===== config.mk =====
export PLATFORM = sky130hd
export DESIGN_NAME = ps2_encoder
export DESIGN_NICKNAME = d
export VERILOG_FILES = /design/src/rtl/ps2_pkg.sv /design/src/rtl/ps2_quarter_timer.sv /design/src/rtl/ps2_encoder.sv
export SDC_FILE = /design/constraint.sdc
export NUM_CORES = 1
export LEC_CHECK = 0
export BUFFER_PORTS_ARGS = -buffer_cell sky130_fd_sc_hd__buf_2
export CORE_MARGIN = 3
export CORE_UTILIZATION = 45
export CTS_CLUSTER_DIAMETER = 150
export DETAILED_ROUTE_END_ITERATION = 8
export HOLD_SLACK_MARGIN = 0.15
export SYNTH_ARGS = -nofsm -noshare
export SYNTH_HDL_FRONTEND = slang
export SYNTH_SLANG_ARGS = --single-unit

===== constraint.sdc =====
create_clock -name clk -period 2.05 [get_ports clk]
set_input_delay 0.1025 -clock clk [delete_from_list [all_inputs] [get_ports clk]]
set_output_delay 0.1025 -clock clk [all_outputs]
set_load 0.005 [all_outputs]

===== src/rtl/ps2_pkg.sv =====
// Shared PS/2 definitions used by both the transmit (encoder) and receive (decoder) paths.
package ps2_pkg;

    typedef enum logic [1:0] {
        IDLE  = 2'd0,
        FRAME = 2'd1,
        GAP   = 2'd2
    } ps2_state_t;

    localparam int   FRAME_BITS = 11;
    localparam logic START_BIT  = 1'b0;
    localparam logic STOP_BIT   = 1'b1;

    // Parity bit that makes the total number of ones in data+parity odd.
    function automatic logic odd_parity(input logic [7:0] data);
        return ~^data;
    endfunction

endpackage


===== src/rtl/ps2_quarter_timer.sv =====
// Quarter bit-period pacer: tick is high on the last clk cycle of every quarter while run is high.
module ps2_quarter_timer #(
    parameter int QUARTER_CYCLES = 1250
) (
    input  logic clk,
    input  logic rst,
    input  logic run,
    output logic tick
);

    localparam int             CNT_W = (QUARTER_CYCLES > 1) ? $clog2(QUARTER_CYCLES) : 1;
    localparam logic [CNT_W-1:0] LAST  = CNT_W'(QUARTER_CYCLES - 1);

    logic [CNT_W-1:0] cnt_r;
    logic [CNT_W-1:0] cnt_nxt_s;
    logic             tick_r;

    // Next count value, wrapping at the terminal count.
    always_comb begin
        cnt_nxt_s = '0;
        if (cnt_r == LAST) begin
            cnt_nxt_s = '0;
        end else begin
            cnt_nxt_s = cnt_r + CNT_W'(1);
        end
    end

    // Counter and look-ahead tick register; the first cycle after run rises is count 0, never a tick.
    always_ff @(posedge clk) begin
        if (rst || !run) begin
            cnt_r  <= '0;
            tick_r <= 1'b0;
        end else begin
            cnt_r  <= cnt_nxt_s;
            tick_r <= (cnt_nxt_s == LAST);
        end
    end

    assign tick = tick_r;

endmodule


===== src/rtl/ps2_encoder.sv =====
// PS/2 device-side transmitter: sends each accepted byte as an 11-bit frame followed by an idle gap.
module ps2_encoder
    import ps2_pkg::*;
#(
    parameter int QUARTER_CYCLES = 1250,
    parameter int GAP_CYCLES     = 5000
) (
    input  logic       clk,
    input  logic       rst,
    input  logic [7:0] data_in,
    input  logic       valid,
    output logic       ready,
    input  logic       inhibit,
    output logic       ps2_clk,
    output logic       ps2_data,
    output logic       busy,
    output logic       done,
    output logic       aborted
);

    localparam int               GAP_W    = $clog2(GAP_CYCLES + 1);
    localparam logic [GAP_W-1:0] GAP_LAST = GAP_W'(GAP_CYCLES - 1);
    localparam logic [3:0]       LAST_BIT = 4'(FRAME_BITS - 1);

    ps2_state_t            state_r;
    logic [FRAME_BITS-1:0] frame_r;
    logic [3:0]            bit_idx_r;
    logic [1:0]            quarter_r;
    logic [GAP_W-1:0]      gap_cnt_r;
    logic                  killed_r;
    logic                  ps2_clk_r;
    logic                  ps2_data_r;
    logic                  busy_r;
    logic                  done_r;
    logic                  aborted_r;
    logic                  tick_s;
    logic                  run_s;
    logic                  ready_s;

    assign ready_s = (state_r == IDLE) & ~inhibit & ~rst;
    assign run_s   = (state_r == FRAME);

    ps2_quarter_timer #(
        .QUARTER_CYCLES(QUARTER_CYCLES)
    ) u_quarter_timer (
        .clk (clk),
        .rst (rst),
        .run (run_s),
        .tick(tick_s)
    );

    // Frame FSM: all line and status outputs are registered here.
    always_ff @(posedge clk) begin
        if (rst) begin
            state_r    <= IDLE;
            frame_r    <= '0;
            bit_idx_r  <= 4'd0;
            quarter_r  <= 2'd0;
            gap_cnt_r  <= '0;
            killed_r   <= 1'b0;
            ps2_clk_r  <= 1'b1;
            ps2_data_r <= 1'b1;
            busy_r     <= 1'b0;
            done_r     <= 1'b0;
            aborted_r  <= 1'b0;
        end else begin
            done_r    <= 1'b0;
            aborted_r <= 1'b0;
            case (state_r)
                IDLE: begin
                    if (valid && ready_s) begin
                        frame_r    <= {STOP_BIT, odd_parity(data_in), data_in, START_BIT};
                        state_r    <= FRAME;
                        bit_idx_r  <= 4'd0;
                        quarter_r  <= 2'd0;
                        killed_r   <= 1'b0;
                        ps2_clk_r  <= 1'b1;
                        ps2_data_r <= START_BIT;
                        busy_r     <= 1'b1;
                    end
                end
                FRAME: begin
                    if (inhibit) begin
                        // Host pulled the clock low: release both lines and drop the byte.
                        state_r    <= GAP;
                        gap_cnt_r  <= '0;
                        killed_r   <= 1'b1;
                        ps2_clk_r  <= 1'b1;
                        ps2_data_r <= 1'b1;
                        aborted_r  <= 1'b1;
                    end else if (tick_s) begin
                        if (quarter_r == 2'd3) begin
                            if (bit_idx_r == LAST_BIT) begin
                                state_r    <= GAP;
                                gap_cnt_r  <= '0;
                                ps2_clk_r  <= 1'b1;
                                ps2_data_r <= 1'b1;
                            end else begin
                                bit_idx_r  <= bit_idx_r + 4'd1;
                                quarter_r  <= 2'd0;
                                ps2_clk_r  <= 1'b1;
                                ps2_data_r <= frame_r[bit_idx_r + 4'd1];
                            end
                        end else begin
                            // Clock is low during the middle two quarters of each bit.
                            quarter_r <= quarter_r + 2'd1;
                            ps2_clk_r <= (quarter_r == 2'd0) || (quarter_r == 2'd1) ? 1'b0 : 1'b1;
                        end
                    end
                end
                GAP: begin
                    if (gap_cnt_r == GAP_LAST) begin
                        state_r <= IDLE;
                        busy_r  <= 1'b0;
                        done_r  <= ~killed_r;
                    end else begin
                        gap_cnt_r <= gap_cnt_r + GAP_W'(1);
                    end
                end
                default: begin
                    state_r    <= IDLE;
                    ps2_clk_r  <= 1'b1;
                    ps2_data_r <= 1'b1;
                    busy_r     <= 1'b0;
                end
            endcase
        end
    end

    assign ready    = ready_s;
    assign ps2_clk  = ps2_clk_r;
    assign ps2_data = ps2_data_r;
    assign busy     = busy_r;
    assign done     = done_r;
    assign aborted  = aborted_r;

endmodule

# Word-level counts from Yosys, hierarchy flattened
# Index checks and enable logic that the tools add are counted.
[classes] n_addsub=4 n_lt_le_gt_ge=1 n_eq_ne=20 mux=45 n_bitwise=8 reduce_logical=20
[op_table] cell="$mux 13" count=5
[op_table] cell="$pmux 13 s2" count=1
[op_table] cell="$eq 11x11->1 const B" count=2
[op_table] cell="$mux 2" count=11
[op_table] cell="$mux 4" count=5
[op_table] cell="$reduce_and 5->1" count=3
[op_table] cell="$mux 1" count=14
[op_table] cell="$ne 2x2->1 const B" count=7
[op_table] cell="$add 13x1->13 const B" count=1
[op_table] cell="$eq 13x13->1 const B" count=1
[op_table] cell="$ne 3x3->1 const B" count=4
[op_table] cell="$add 11x1->11 const B" count=1
[op_table] cell="$mux 11" count=1
[op_table] cell="$pmux 1 s3" count=3
[op_table] cell="$reduce_and 3->1" count=3
[op_table] cell="$pmux 4 s2" count=1
[op_table] cell="$reduce_xnor 8->1" count=1
[op_table] cell="$not 1->1" count=6
[op_table] cell="$pmux 2 s3" count=1
[op_table] cell="$reduce_and 6->1" count=1
[op_table] cell="$lt 4x5->1 const B" count=1
[op_table] cell="$add 4x1->4 const B" count=1
[op_table] cell="$bmux 1 s4" count=1
[op_table] cell="$eq 2x1->1 const B" count=2
[op_table] cell="other kinds (16)" count=21
[totals] ff_bits=49 output_inout_bits=6 word_cells=111

# Longest topological paths before layout
# Gate-level depths: netlist of run 1.
[depth] word_depth=8 depth_mapped=7 depth_no_buf=7

# Hierarchy
# From an unflattened synthesis of run 1, not the netlist that was laid out.
[hier_totals] cells_unflattened=301 area_unflattened_um2=2543.7
[by_module_without_submodules] module="ps2_encoder" n_inst=1 cells_each=234 area_per_inst_um2=1944.4 seq_area_each_um2=740.7
[by_module_without_submodules] module="ps2_quarter_timer" n_inst=1 cells_each=67 area_per_inst_um2=599.3 seq_area_each_um2=240.2

# Worst setup path before layout of run 1
# OpenSTA, ideal clock, no wires.
[synth_path] kind="reg2reg" from="register bit_idx_r[0]" to="register ps2_data_r, in the netlist ps2_data" setup_time_ps=122 arrival_time_ps=1716 required_ps=1928 path_slack_ps=212 stages_incl_launch_ff=7 n_path_buf=0 synth_period_minus_slack_ps=1838 path_cell_list="dfxtp_1 ha_1 xor2_1 mux4_2 o21ai_1 o21ai_1 a221o_1"
[synth_between] elab_chain_cells=8 elab_cells_between_ends=9
[synth_rtl] item="start, declared" line="ps2_encoder.sv:27" rtl="logic [3:0] bit_idx_r;"
[synth_rtl] item="start signal, assigned" line="ps2_encoder.sv:99" rtl="bit_idx_r <= bit_idx_r + 4'd1;"
[synth_rtl] item="$add 4x1->4" line="ps2_encoder.sv:102" rtl="ps2_data_r <= frame_r[bit_idx_r + 4'd1];"
[synth_rtl] item="$bmux 1 s4" line="ps2_encoder.sv:102"
[synth_rtl] item="$mux 1 (not written as such)" line="ps2_encoder.sv:102"
[synth_rtl] item="$mux 1 *" line="ps2_encoder.sv:93" rtl="if (bit_idx_r == LAST_BIT) begin"
[synth_rtl] item="$mux 1 *" line="ps2_encoder.sv:92" rtl="if (quarter_r == 2'd3) begin"
[synth_rtl] item="$mux 1 *" line="ps2_encoder.sv:91" rtl="end else if (tick_s) begin"
[synth_rtl] item="$mux 1 *" line="ps2_encoder.sv:83" rtl="if (inhibit) begin"
[synth_rtl] item="$pmux 1 s3 *" line="ps2_encoder.sv:69" rtl="case (state_r)"
[synth_rtl] item="end signal, assigned" line="ps2_encoder.sv:102"
[synth_rtl] item="end, declared" line="ps2_encoder.sv:32" rtl="logic ps2_data_r;"
# Every way passes the cells marked *; elsewhere a longest branch is shown, timed or not. The select of a mux whose other input is x is not followed.
# A chain may end at the register's enable or synchronous reset.

# Worst setup path after layout of run 1
# Same ends and word-level chain as after synthesis.

==> summary.md, run 1 <==
| Metric | Value |
|---|---|
| Nets | `324` |
| Area share of the largest cell type after synthesis | `0.4023` |
| Routed WL | `5.104 mm` |
| Switching share of power | `0.2470` |
| Final Non-Filler Cells | `375` |
| Register share of total power | `0.574` |
| Seq cells post-synth | `49` |
| Setup WS pre-CTS | `0.04021 ns` |
| Per-cell routed wire length | `13.61 um` |
| Maximum Capacitance Violations | `0` |
| Cell Chain, Critical Path | `ha_1, xor2_1, buf_4, mux2i_1, o211a_1, o21ai_1, a221o_1` |
| HPWL after DPL | `3.655 mm` |
| F_max | `533.1 MHz` |
| Core Footprint | `0.005172 mm2` |
| Post-synth ARST share | `0` |
| CP max stage cell | `dfxtp_2` |
| # DRC | `0` |
| Crit path kind | `flop to flop` |
| Layout cells sized above 1 | `0.1541` |
| Congestion Overflow GR | `0` |
| Final hold vios | `0` |
| Worst path bufs/invs | `1` |
| RSZ-0062 raised after global routing | `no` |
| Skew-Pair Late Insertion Delay | `0.30 ns` |
| Worst relative slew slack | `0.6603` |
| Logic pwr share | `0.096` |
| Delay-heaviest family, CP | `compound AO/OA/AOI/OAI gates` |
| Clock transition at path regs | `0.09 ns` |
| Synth area leaders | `dfxtp_1 40%, xor2_1 6.5%, nor2_1 6.2%, ha_1 4.1%, xnor2_1 4.0%` |
| Placed insts | `359` |
| Required @ worst endpoint | `2.24 ns` |
| YS warnings | `0` |
| P_leak | `0.001078 uW` |
| Design Power | `1711 uW` |
| Initial DRC Count | `112` |
| Die Y | `79.62 um` |
| Clk sinks | `49` |
| Post-DP Area | `0.002615 mm2` |
| Site Rows | `26` |
| Slew @ Worst Pin | `0.5095 ns` |
| Routed Antenna Nets | `0` |
| P per Cell Area | `614.1 mW/mm2` |
| RD Place Congestion | `0.7957` |
| Clk_skew | `0.008983 ns` |
| Clk pwr share | `0.330` |
| Port Buffers | `17` |
| Synth top cells by count | `49 x dfxtp_1, 40 x nor2_1, 23 x nand2_1, 19 x nand3_1, 18 x xor2_1` |
| Syn_nets | `294` |
| Maximum clock insertion buffer count | `2` |
| Status | `finished, final reports clean` |
| Highest ir drop seen on vdd | `0.4085 mV` |
| Synth area leader | `dfxtp_1` |
| Final setup fails | `0` |
| Main synth FF type | `dfxtp_1` |
| DIE WIDTH | `79.62 um` |
| DR pass1 iterations | `4` |
| Yosys cell types | `56` |
| Post-Syn Instances | `274` |
| Max-slew violations | `0` |
| Final Critical Period | `1.876 ns` |
| CP max stage delay | `0.42 ns` |
| Seq/Total Area, Yosys | `0.4023` |
| Setup TNS | `0 ns` |
| Root buf cell | `clkbuf_8` |
| Crit Path Max Fanout | `8` |
| Avg Cell Area, Syn | `8.900 um2` |
| Post CTS Setup Buffer Count | `0` |
| Fin area | `0.002786 mm2` |
| Routed vias | `1957` |
| Num ports | `18` |
| Netlist Area Pre-Place | `0.002439 mm2` |
| Setup ws final | `0.1741 ns` |
| EDFF count, synth | `0` |
| Post-route clock period utilization | `0.9151` |
| DIE AREA | `0.006339 mm2` |
| Diodes inserted | `0` |
| Starting density of the core | `0.4715` |
| Antenna violations before repair | `0` |
| Cts bufs inserted | `5` |
| Vias in the first global route | `1872` |
| Net switching power | `422.7 uW` |
| TritonCTS clock tree | `yes` |
| Startpoint Class | `flop` |
| H-tree Lvls | `2` |
| Top-count cell post-synth | `dfxtp_1` |
| First-pass GRT wire length | `8.838 mm` |
| Area growth from synthesis to layout | `14.26%` |
| Gr usage total | `0.1758` |
| Critical path data arrival time | `2.06 ns` |
| Int Pwr | `1289 uW` |
| Via density | `5.219` |
| Pin count of the biggest net entering global routing | `23` |
| CP Capture Type | `flop` |
| Hold crit path type | `primary input to flop` |
[tightest hold or removal path, stage by stage]
cell and delay, ns:
buf_2 0.13, a31oi_1 0.09, nand2_1 0.07, a21oi_1 0.06
[worst paths after layout]
check	depth (start not counted)	slack, ns	from	endpoint
worst max-delay path	7	0.17	bit_idx_r[0]$_SDFFE_PP0P_	ps2_data$_SDFFE_PP1P_
worst min register to register	1	0.44	killed_r$_SDFFE_PP0P_	done$_SDFF_PP0_
worst min-delay path	4	0.18	inhibit	state_r[0]$_SDFFE_PP0P_
worst max register to register	7	0.17	bit_idx_r[0]$_SDFFE_PP0P_	ps2_data$_SDFFE_PP1P_
[routing by layer]
layer  GRT usage  routed length, um  vias up
met2      0.2604               2201       31
met1      0.2598               2676      910
li1            -                  -     1012
met4     0.04124                 41        0
met3     0.03612                185        4
met5           0                  0        -
[cells in the final DEF (no fill, tap or decap), drive strengths merged, types with 7 or more instances in the layout]
master,instances
xor2,18
nor2,41
a21oi,15
dlygate4sd3,8
nand2,23
inv,10
and3,7
buf,23
nand3,19
xnor2,11
ha,8
dfxtp,49
[layout make-up]
class	instances	area (um2)
clock buffers	6	72.57
clock inverters	2	13.76
fillers	493	2386
inverters	9	33.78
multi-input cells	208	1386
flip-flops and latches	49	982.2
well taps	70	87.58
repair buffers	31	210.2
[power by group through the flow]
stage	Sequential [uW]	Clock, uW	Combinational (uW)
floorplan	1000	0	105
global placement	1000	0	149
detailed placement	1000	0	151
CTS	982	591	163
global route	985	631	182
finish	982	565	164
[cell families (layout without fill, tap and decap cells)]
kind of cell	count (synthesis)	after routing	share of synthesized area
DFF	49	49	0.4023
AOI/OAI and AO/OA	41	41	0.1283
muxes	8	8	0.03848
and+or+nand+nor	122	122	0.2550
buffers and inverters	17	48	0.03078
adders and majority gates	8	8	0.04105
xor gates and xnor gates	29	29	0.1042
[stage by stage]
stage | hold WS, ns | util
after floorplan | 0.2500 | -
after global placement | 0.3811 | 0.5056
after detailed placement | 0.3825 | 0.5056
after CTS | 0.1590 | 0.5377
after global routing | 0.2103 | 0.5387
final | 0.1844 | 0.5387
[registers in the layout, indices dropped and copies added (netlist names)]
register,count
u_quarter_timer.tick,1
u_quarter_timer.cnt_r,11
ps2_clk,1
state_r,2
aborted,1
quarter_r,2
frame_r,10
gap_cnt_r,13
killed_r,1
bit_idx_r,4
ps2_data,1
done,1
busy,1
[timing repair]
item                                    CTS  global route
resized for setup                         0             2
hold endpoints to repair                  8             0
endpoints found under the setup margin    0            13
hold buffers                              8             0
(Power assumes the default switching activity.)
==> run 2: changes to the inputs <==
--- a/config.mk
+++ b/config.mk
@@ -7,10 +7,12 @@
 export LEC_CHECK = 0
 export BUFFER_PORTS_ARGS = -buffer_cell sky130_fd_sc_hd__buf_2
 export CORE_MARGIN = 3
-export CORE_UTILIZATION = 45
+export CORE_UTILIZATION = 59
 export CTS_CLUSTER_DIAMETER = 150
 export DETAILED_ROUTE_END_ITERATION = 8
 export HOLD_SLACK_MARGIN = 0.15
+export PLACE_DENSITY = 0.78
+export SETUP_SLACK_MARGIN = 0.02
 export SYNTH_ARGS = -nofsm -noshare
 export SYNTH_HDL_FRONTEND = slang
 export SYNTH_SLANG_ARGS = --single-unit
==> run 2 against run 1 <==
Net effect:
- count of clock-buffer cells in the layout is the same
- global-route usage grew 6.0 points
- final area grew 0.13%
- combinational power is essentially flat
- register-to-register slack lost 0.03 ns
- hold slack lost 0.019 ns
- via count grew 3.9%
- maximum frequency shrank 1.6%
- total power grew 9.2%
- wire length grew 5.1%
- critical path depth is the same
- sequential cell count is the same
==> summary.md, run 2 (synthesis results as in run 1) <==
| Metric | Value |
|---|---|
| Pin count of the biggest net entering global routing | `23 (unchanged)` |
| Via density | `5.778 (+11%)` |
| Routed Antenna Nets | `0 (unchanged)` |
| Setup WS pre-CTS | `0.1319 ns (+0.09172 ns)` |
| Reg with most FFs | `gap_cnt_r` |
| Per-cell routed wire length | `15.23 um (+12%)` |
| Commonest non-fill, non-tap cell in the layout | `dfxtp_1` |
| # DRC | `0 (unchanged)` |
| Gr usage total | `0.2354 (+0.05961)` |
| Routed WL | `5.362 mm (+5.1%)` |
| P_leak | `0.001085 uW (+0.70%)` |
| Num ports | `18 (unchanged)` |
| Diodes inserted | `0 (unchanged)` |
| Clk pwr share | `0.385 (+0.055)` |
| Layout cells sized above 1 | `0.1546 (+0.0005069)` |
| Initial DRC Count | `178 (+59%)` |
| Switching share of power | `0.2287 (-0.01834)` |
| Final Critical Period | `1.906 ns (+0.03008 ns)` |
| Sequential Area | `980.9 um2 (-0.13%)` |
| Int Pwr | `1441 uW (+12%)` |
| Hold WS | `0.1655 ns (-0.01888 ns)` |
| Net switching power | `427.3 uW (+1.1%)` |
| Vias in the first global route | `2031 (+8.5%)` |
| Max-slew violations | `0 (unchanged)` |
| H-tree Lvls | `2 (unchanged)` |
| Skew-Pair Late Insertion Delay | `0.30 ns (about the same)` |
| Clk sinks | `49 (unchanged)` |
| Multi-input combinational cell area | `0.001393 mm2 (+0.45%)` |
| Clock transition at path regs | `0.09 ns (about the same)` |
| Cts bufs inserted | `5 (unchanged)` |
| Slew @ Worst Pin | `0.4549 ns (-0.05462 ns)` |
| Post-route clock period utilization | `0.9298 (+0.01467)` |
| Worst relative slew slack | `0.6942 (+0.03393)` |
| Die Y | `70.29 um (-12%)` |
| Final hold vios | `0 (unchanged)` |
| Clk_skew | `0.006144 ns (-0.002839 ns)` |
| Crit Path Max Fanout | `8 (unchanged)` |
| RD Place Congestion | `0.8315 (+4.5%)` |
| Most frequent cells in the layout | `49 x dfxtp_1, 40 x nor2_1, 23 x nand2_1` |
| First-pass GRT wire length | `9.356 mm (+5.9%)` |
| Hold crit path type | `primary input to flop` |
| Root buf cell | `clkbuf_8` |
| Antenna violations before repair | `0 (unchanged)` |
| Filler instances | `290 (-41%)` |
| Maximum clock insertion buffer count | `2 (unchanged)` |
| Setup ws final | `0.1440 ns (-0.03008 ns)` |
| P per Cell Area | `669.7 mW/mm2 (+9.1%)` |
| Site Rows | `22 (-15%)` |
| Crit path kind | `flop to flop` |
| RSZ-0062 raised after global routing | `no` |
| Area growth from synthesis to layout | `14.42%` |
| HPWL after DPL | `3.547 mm (-3.0%)` |
| Critical path data arrival time | `2.10 ns (+0.04 ns)` |
| DIE AREA | `0.004941 mm2 (-22%)` |
| Status | `finished, final reports clean` |
| Max reg flops | `13 (unchanged)` |
| Design Power | `1869 uW (+9.2%)` |
| Fin area | `0.002790 mm2 (+0.13%)` |
| Maximum Capacitance Violations | `0 (unchanged)` |
| Required @ worst endpoint | `2.25 ns (about the same)` |
| Core Footprint | `0.003826 mm2 (-26%)` |
| F_max | `524.7 MHz (-1.6%)` |
| Setup TNS | `0 ns (unchanged)` |
| Routed vias | `2034 (+3.9%)` |
| Register share of total power | `0.526 (-0.048)` |
| Startpoint Class | `flop` |
| Nets | `323 (-0.31%)` |
| Congestion Overflow GR | `0 (unchanged)` |
| DIE WIDTH | `70.29 um (-12%)` |
| TritonCTS clock tree | `yes` |
| Post-DP Area | `0.002580 mm2 (-1.3%)` |
| Port Buffers | `17 (unchanged)` |
| Highest ir drop seen on vdd | `0.4607 mV (+13%)` |
| Logic pwr share | `0.088 (-0.008)` |
| Final setup fails | `0 (unchanged)` |
| CP Capture Type | `flop` |
| DR pass1 iterations | `4 (unchanged)` |
| Starting density of the core | `0.6373 (+0.1659)` |
| Largest registers | `gap_cnt_r x13, u_quarter_timer.cnt_r x11, frame_r x10` |
[run 2: area by class of cell]
class                           count  share of cell area
Sequential cell                    49              0.3516
Clock inverter                      2             0.01345
Tap cell                           48             0.02152
Timing Repair Buffer               30             0.07265
Inverter                            9             0.01211
Clock buffer                        6             0.02960
Multi-Input combinational cell    208              0.4991
[run 2: power by group through the flow]
stage          clock [uW]  sequential (uW)  combinational (uW)
6_report              720              984                 165
5_1_grt               776              986                 182
4_1_cts               734              983                 159
3_5_place_dp            0             1000                 147
3_3_place_gp            0             1000                 144
2_1_floorplan           0             1000                 105
[run 2: worst max-delay path: stages (launching register included)]
cell and delay [ns]:
dfxtp_1 0.48, ha_1 0.27, xor2_1 0.22, buf_4 0.16
mux2i_1 0.18, o211a_1 0.15, o21ai_1 0.07, a221o_1 0.28
[run 2: per-stage QoR]
step / util / std cells
floorplan: - / 274
global placement: 0.6743 / 336
detailed placement: 0.6743 / 336
CTS: 0.7266 / 352
global route: 0.7292 / 352
finish: 0.7292 / 352
[run 2: repair_timing]
item	4_1_cts	5_1_grt
gates resized for setup	0	2
setup buffers	0	0
hold buffers	8	0
endpoints found under the setup margin	0	11
hold endpoints to repair	8	0
[run 2: final timing paths]
kind | start | endpoint | slack [ns] | cells past startpoint
max | bit_idx_r[0]$_SDFFE_PP0P_ | ps2_data$_SDFFE_PP1P_ | 0.14 | 7
min | inhibit | state_r[0]$_SDFFE_PP0P_ | 0.17 | 4
max reg2reg | bit_idx_r[0]$_SDFFE_PP0P_ | ps2_data$_SDFFE_PP1P_ | 0.14 | 7
min reg2reg | killed_r$_SDFFE_PP0P_ | done$_SDFF_PP0_ | 0.43 | 1
[run 2: routing by layer]
| layer | track usage | part of all wire | up-vias |
|---|---|---|---|
| li1 | - | - | 1009 |
| met4 | 0.06809 | 0.014 | 0 |
| met3 | 0.05612 | 0.051 | 9 |
| met2 | 0.3867 | 0.48 | 59 |
| met5 | 0 | 0 | - |
| met1 | 0.3057 | 0.45 | 957 |
==> run 3: changes to the inputs <==
--- a/config.mk
+++ b/config.mk
@@ -5,13 +5,14 @@
 export SDC_FILE = /design/constraint.sdc
 export NUM_CORES = 1
 export LEC_CHECK = 0
+export ABC_AREA = 1
 export BUFFER_PORTS_ARGS = -buffer_cell sky130_fd_sc_hd__buf_2
 export CORE_MARGIN = 3
-export CORE_UTILIZATION = 59
+export CORE_UTILIZATION = 60
 export CTS_CLUSTER_DIAMETER = 150
 export DETAILED_ROUTE_END_ITERATION = 8
 export HOLD_SLACK_MARGIN = 0.15
-export PLACE_DENSITY = 0.78
+export PLACE_DENSITY = 0.79
 export SETUP_SLACK_MARGIN = 0.02
 export SYNTH_ARGS = -nofsm -noshare
 export SYNTH_HDL_FRONTEND = slang
==> run 3 against run 2 <==
Net effect:
- count of clock-buffer cells in the layout unchanged
- hold slack hardly changed
- sequential share of layout area down 2.7 points
- non-clock buffer count unchanged
- die area up 8.0%
- sequential power about the same
- final area rose by 8.3%
- clock power shrank 21%
- global-route usage rose by 2.7 points
- utilization is 0.51 points lower
- total power is 1.7% lower
- synthesized area up 11%
- highest routed layer unchanged
==> summary.md, run 3 <==
| Metric | Value |
|---|---|
| Area growth from synthesis to layout | `12.01%` |
| Final setup fails | `0 (unchanged)` |
| Yosys cell types | `36 (-36%)` |
| Congestion Overflow GR | `0 (unchanged)` |
| Reg with most FFs | `gap_cnt_r` |
| Clk pwr share | `0.312 (-0.073)` |
| Final Critical Period | `1.826 ns (-0.07973 ns)` |
| Hold WS | `0.1659 ns (+0.0003360 ns)` |
| DIE WIDTH | `73.05 um (+3.9%)` |
| Required @ worst endpoint | `2.25 ns (about the same)` |
| Gr usage total | `0.2625 (+0.02713)` |
| Design Power | `1837 uW (-1.7%)` |
| Seq/Total Area, Yosys | `0.3636 (-0.03862)` |
| Met3 wire length | `300 um (+9.1%)` |
| Initial DRC Count | `190 (+6.7%)` |
| Register share of total power | `0.550 (+0.024)` |
| Setup TNS | `0 ns (unchanged)` |
| H-tree Lvls | `2 (unchanged)` |
| YS warnings | `0 (unchanged)` |
| # DRC | `0 (unchanged)` |
| Largest registers | `gap_cnt_r x13, u_quarter_timer.cnt_r x11, frame_r x10` |
| Int Pwr | `1326 uW (-8.0%)` |
| EDFF count, synth | `0 (unchanged)` |
| Main synth FF type | `dfxtp_1` |
| Reg2reg setup slack | `0.22 ns (+0.08 ns)` |
| RD Place Congestion | `0.9176 (+10%)` |
| Per-cell routed wire length | `13.25 um (-13%)` |
| Antenna violations before repair | `0 (unchanged)` |
| Root buf cell | `clkbuf_8` |
| Cell Chain, Critical Path | `ha_1, nand2_1, nor3_2, nand3_1, nand2_4, nand2_2, o21ai_0, nor2_1` |
| Post-route clock period utilization | `0.8909 (-0.03889)` |
| Area share of the largest cell type after synthesis | `0.3636 (-0.03862)` |
| Clk_skew | `0.005758 ns (-0.0003862 ns)` |
| Logic pwr share | `0.139 (+0.051)` |
| Routed Antenna Nets | `0 (unchanged)` |
| Crit path kind | `flop to flop` |
| Final hold vios | `0 (unchanged)` |
| Clk sinks | `49 (unchanged)` |
| Layout cells sized above 1 | `0.1197 (-0.03489)` |
| HPWL after DPL | `4.620 mm (+30%)` |
| Pin count of the biggest net entering global routing | `16 (-30%)` |
| Cts bufs inserted | `5 (unchanged)` |
| Site Rows | `23 (+4.5%)` |
| Maximum Capacitance Violations | `0 (unchanged)` |
| Crit Path Max Fanout | `13 (+5)` |
| Maximum clock insertion buffer count | `2 (unchanged)` |
| Routed vias | `2579 (+27%)` |
| Skew-Pair Late Insertion Delay | `0.30 ns (about the same)` |
| WL met2 | `3.033 mm (+17%)` |
| CP Capture Type | `flop` |
| Top-count cell post-synth | `nand2_1` |
| Synth top cells by count | `80 x nand2_1, 54 x nor2_1, 49 x dfxtp_1, 45 x inv_1, 35 x a21oi_1` |
| Die Y | `73.05 um (+3.9%)` |
| Post CTS Setup Buffer Count | `0 (unchanged)` |
| M1 wire length | `2.912 mm (+20%)` |
| P per Cell Area | `607.8 mW/mm2 (-9.2%)` |
| Max-slew violations | `0 (unchanged)` |
| Status | `finished, final reports clean` |
| Delay-heaviest family, CP | `simple AND/OR/NAND/NOR gates` |
| Netlist Area Pre-Place | `0.002698 mm2 (+11%)` |
| First-pass GRT wire length | `11.02 mm (+18%)` |
| Vias in the first global route | `2457 (+21%)` |
| Synth area leaders | `dfxtp_1 36%, nand2_1 11%, nor2_1 7.5%, a21oi_1 6.5%, nand3_1 6.3%` |
| Post-synth ARST share | `0 (unchanged)` |
| Net switching power | `510.3 uW (+19%)` |
| DR pass1 iterations | `4 (unchanged)` |
| Startpoint Class | `flop` |
| Slew @ Worst Pin | `0.5306 ns (+0.07577 ns)` |
| Starting density of the core | `0.6465 (+0.009132)` |
| Core Footprint | `0.004173 mm2 (+9.1%)` |
| CP max stage cell | `dfxtp_1` |
| Most frequent cells in the layout | `80 x nand2_1, 54 x nor2_1, 49 x dfxtp_1` |
| Switching share of power | `0.2778 (+0.04916)` |
| Post-Syn Instances | `394 (+44%)` |
| Via density | `5.418 (-6.2%)` |
| Highest ir drop seen on vdd | `0.5496 mV (+19%)` |
| Core Util, Final | `0.7241 (-0.005097)` |
| Worst path bufs/invs | `0 (-1)` |
| Max reg flops | `13 (unchanged)` |
| Num ports | `18 (unchanged)` |
| Diodes inserted | `0 (unchanged)` |
| Syn_nets | `414 (+41%)` |
| F_max | `547.6 MHz (+4.4%)` |
| Seq cells post-synth | `49 (unchanged)` |
| Port Buffers | `17 (unchanged)` |
| Avg Cell Area, Syn | `6.847 um2 (-23%)` |
| RSZ-0062 raised after global routing | `no` |
| Critical path data arrival time | `2.03 ns (-0.07 ns)` |
| P_leak | `0.001220 uW (+12%)` |
| Fin area | `0.003022 mm2 (+8.3%)` |
| Routed WL | `6.306 mm (+18%)` |
| Top sig layer | `met4` |
| CP max stage delay | `0.43 ns (-0.05 ns)` |
| Nets | `445 (+38%)` |
| Post-DP Area | `0.002839 mm2 (+10%)` |
| TritonCTS clock tree | `yes` |
| Worst relative slew slack | `0.6459 (-0.04838)` |
| Commonest non-fill, non-tap cell in the layout | `nand2_1` |
| Clock transition at path regs | `0.09 ns (about the same)` |
| Synth area leader | `dfxtp_1` |
| DIE AREA | `0.005336 mm2 (+8.0%)` |
| Hold crit path type | `primary input to flop` |
-- run 3: cells by family after synthesis --
family | count (synthesis) | synth area share
AOI/OAI and AO/OA | 60 | 0.1234
xor gates and xnor gates | 13 | 0.04221
adders and majority gates | 8 | 0.03711
buffers and inverters | 58 | 0.08674
DFF | 49 | 0.3636
and+or+nand+nor | 206 | 0.3469
-- run 3: area by class of cell --
class                      count  area, um2
tap                           50      62.56
sequential                    49      980.9
fill                         347       1151
clock inverter                 2      15.01
timing repair buffer          30      205.2
inverter                      52      197.7
clock buffer                   6      72.57
multi-input combinational    287       1488
-- run 3: final timing paths --
kind	end	cells past startpoint	start
min reg2reg	frame_r[1]$_SDFFE_PP0P_	2	frame_r[1]$_SDFFE_PP0P_
max reg2reg	gap_cnt_r[0]$_SDFFE_PP0P_	8	gap_cnt_r[0]$_SDFFE_PP0P_
max	gap_cnt_r[0]$_SDFFE_PP0P_	8	gap_cnt_r[0]$_SDFFE_PP0P_
min	aborted$_SDFF_PP0_	3	inhibit
-- run 3: metal layers --
layer  track usage  up-vias
met5             0        -
met3       0.05510        8
met4       0.08402        0
li1              -     1338
met1        0.3504     1174
met2        0.4220       59
-- run 3: worst register-to-register path, delay by kind of cell, from the launching register on --
kind / cells / cell delay (ns)
compound gates: 1 / 0.20
fa+ha+maj: 1 / 0.24
flops: 1 / 0.43
simple gates: 6 / 0.84
-- run 3: power by group through the flow --
stage	registers, uW	logic, uW	clock network [uW]
floorplan	1030	170	0
global placement	1030	231	0
detailed placement	1030	236	0
CTS	1010	250	581
global route	1010	285	629
finish	1010	255	572
-- run 3: stage by stage --
step	worst slack, ns	instances
2_1_floorplan	0.4573	394
3_5_place_dp	0.1872	459
3_3_place_gp	0.3207	459
5_1_grt	0.008229	476
6_report	0.2237	476
4_1_cts	0.1620	476
-- run 3: timing repair --
action	CTS	global route
hold buffers	9	0
endpoints found under the hold margin	11	0
setup endpoints to repair	0	2
resized for setup	0	2
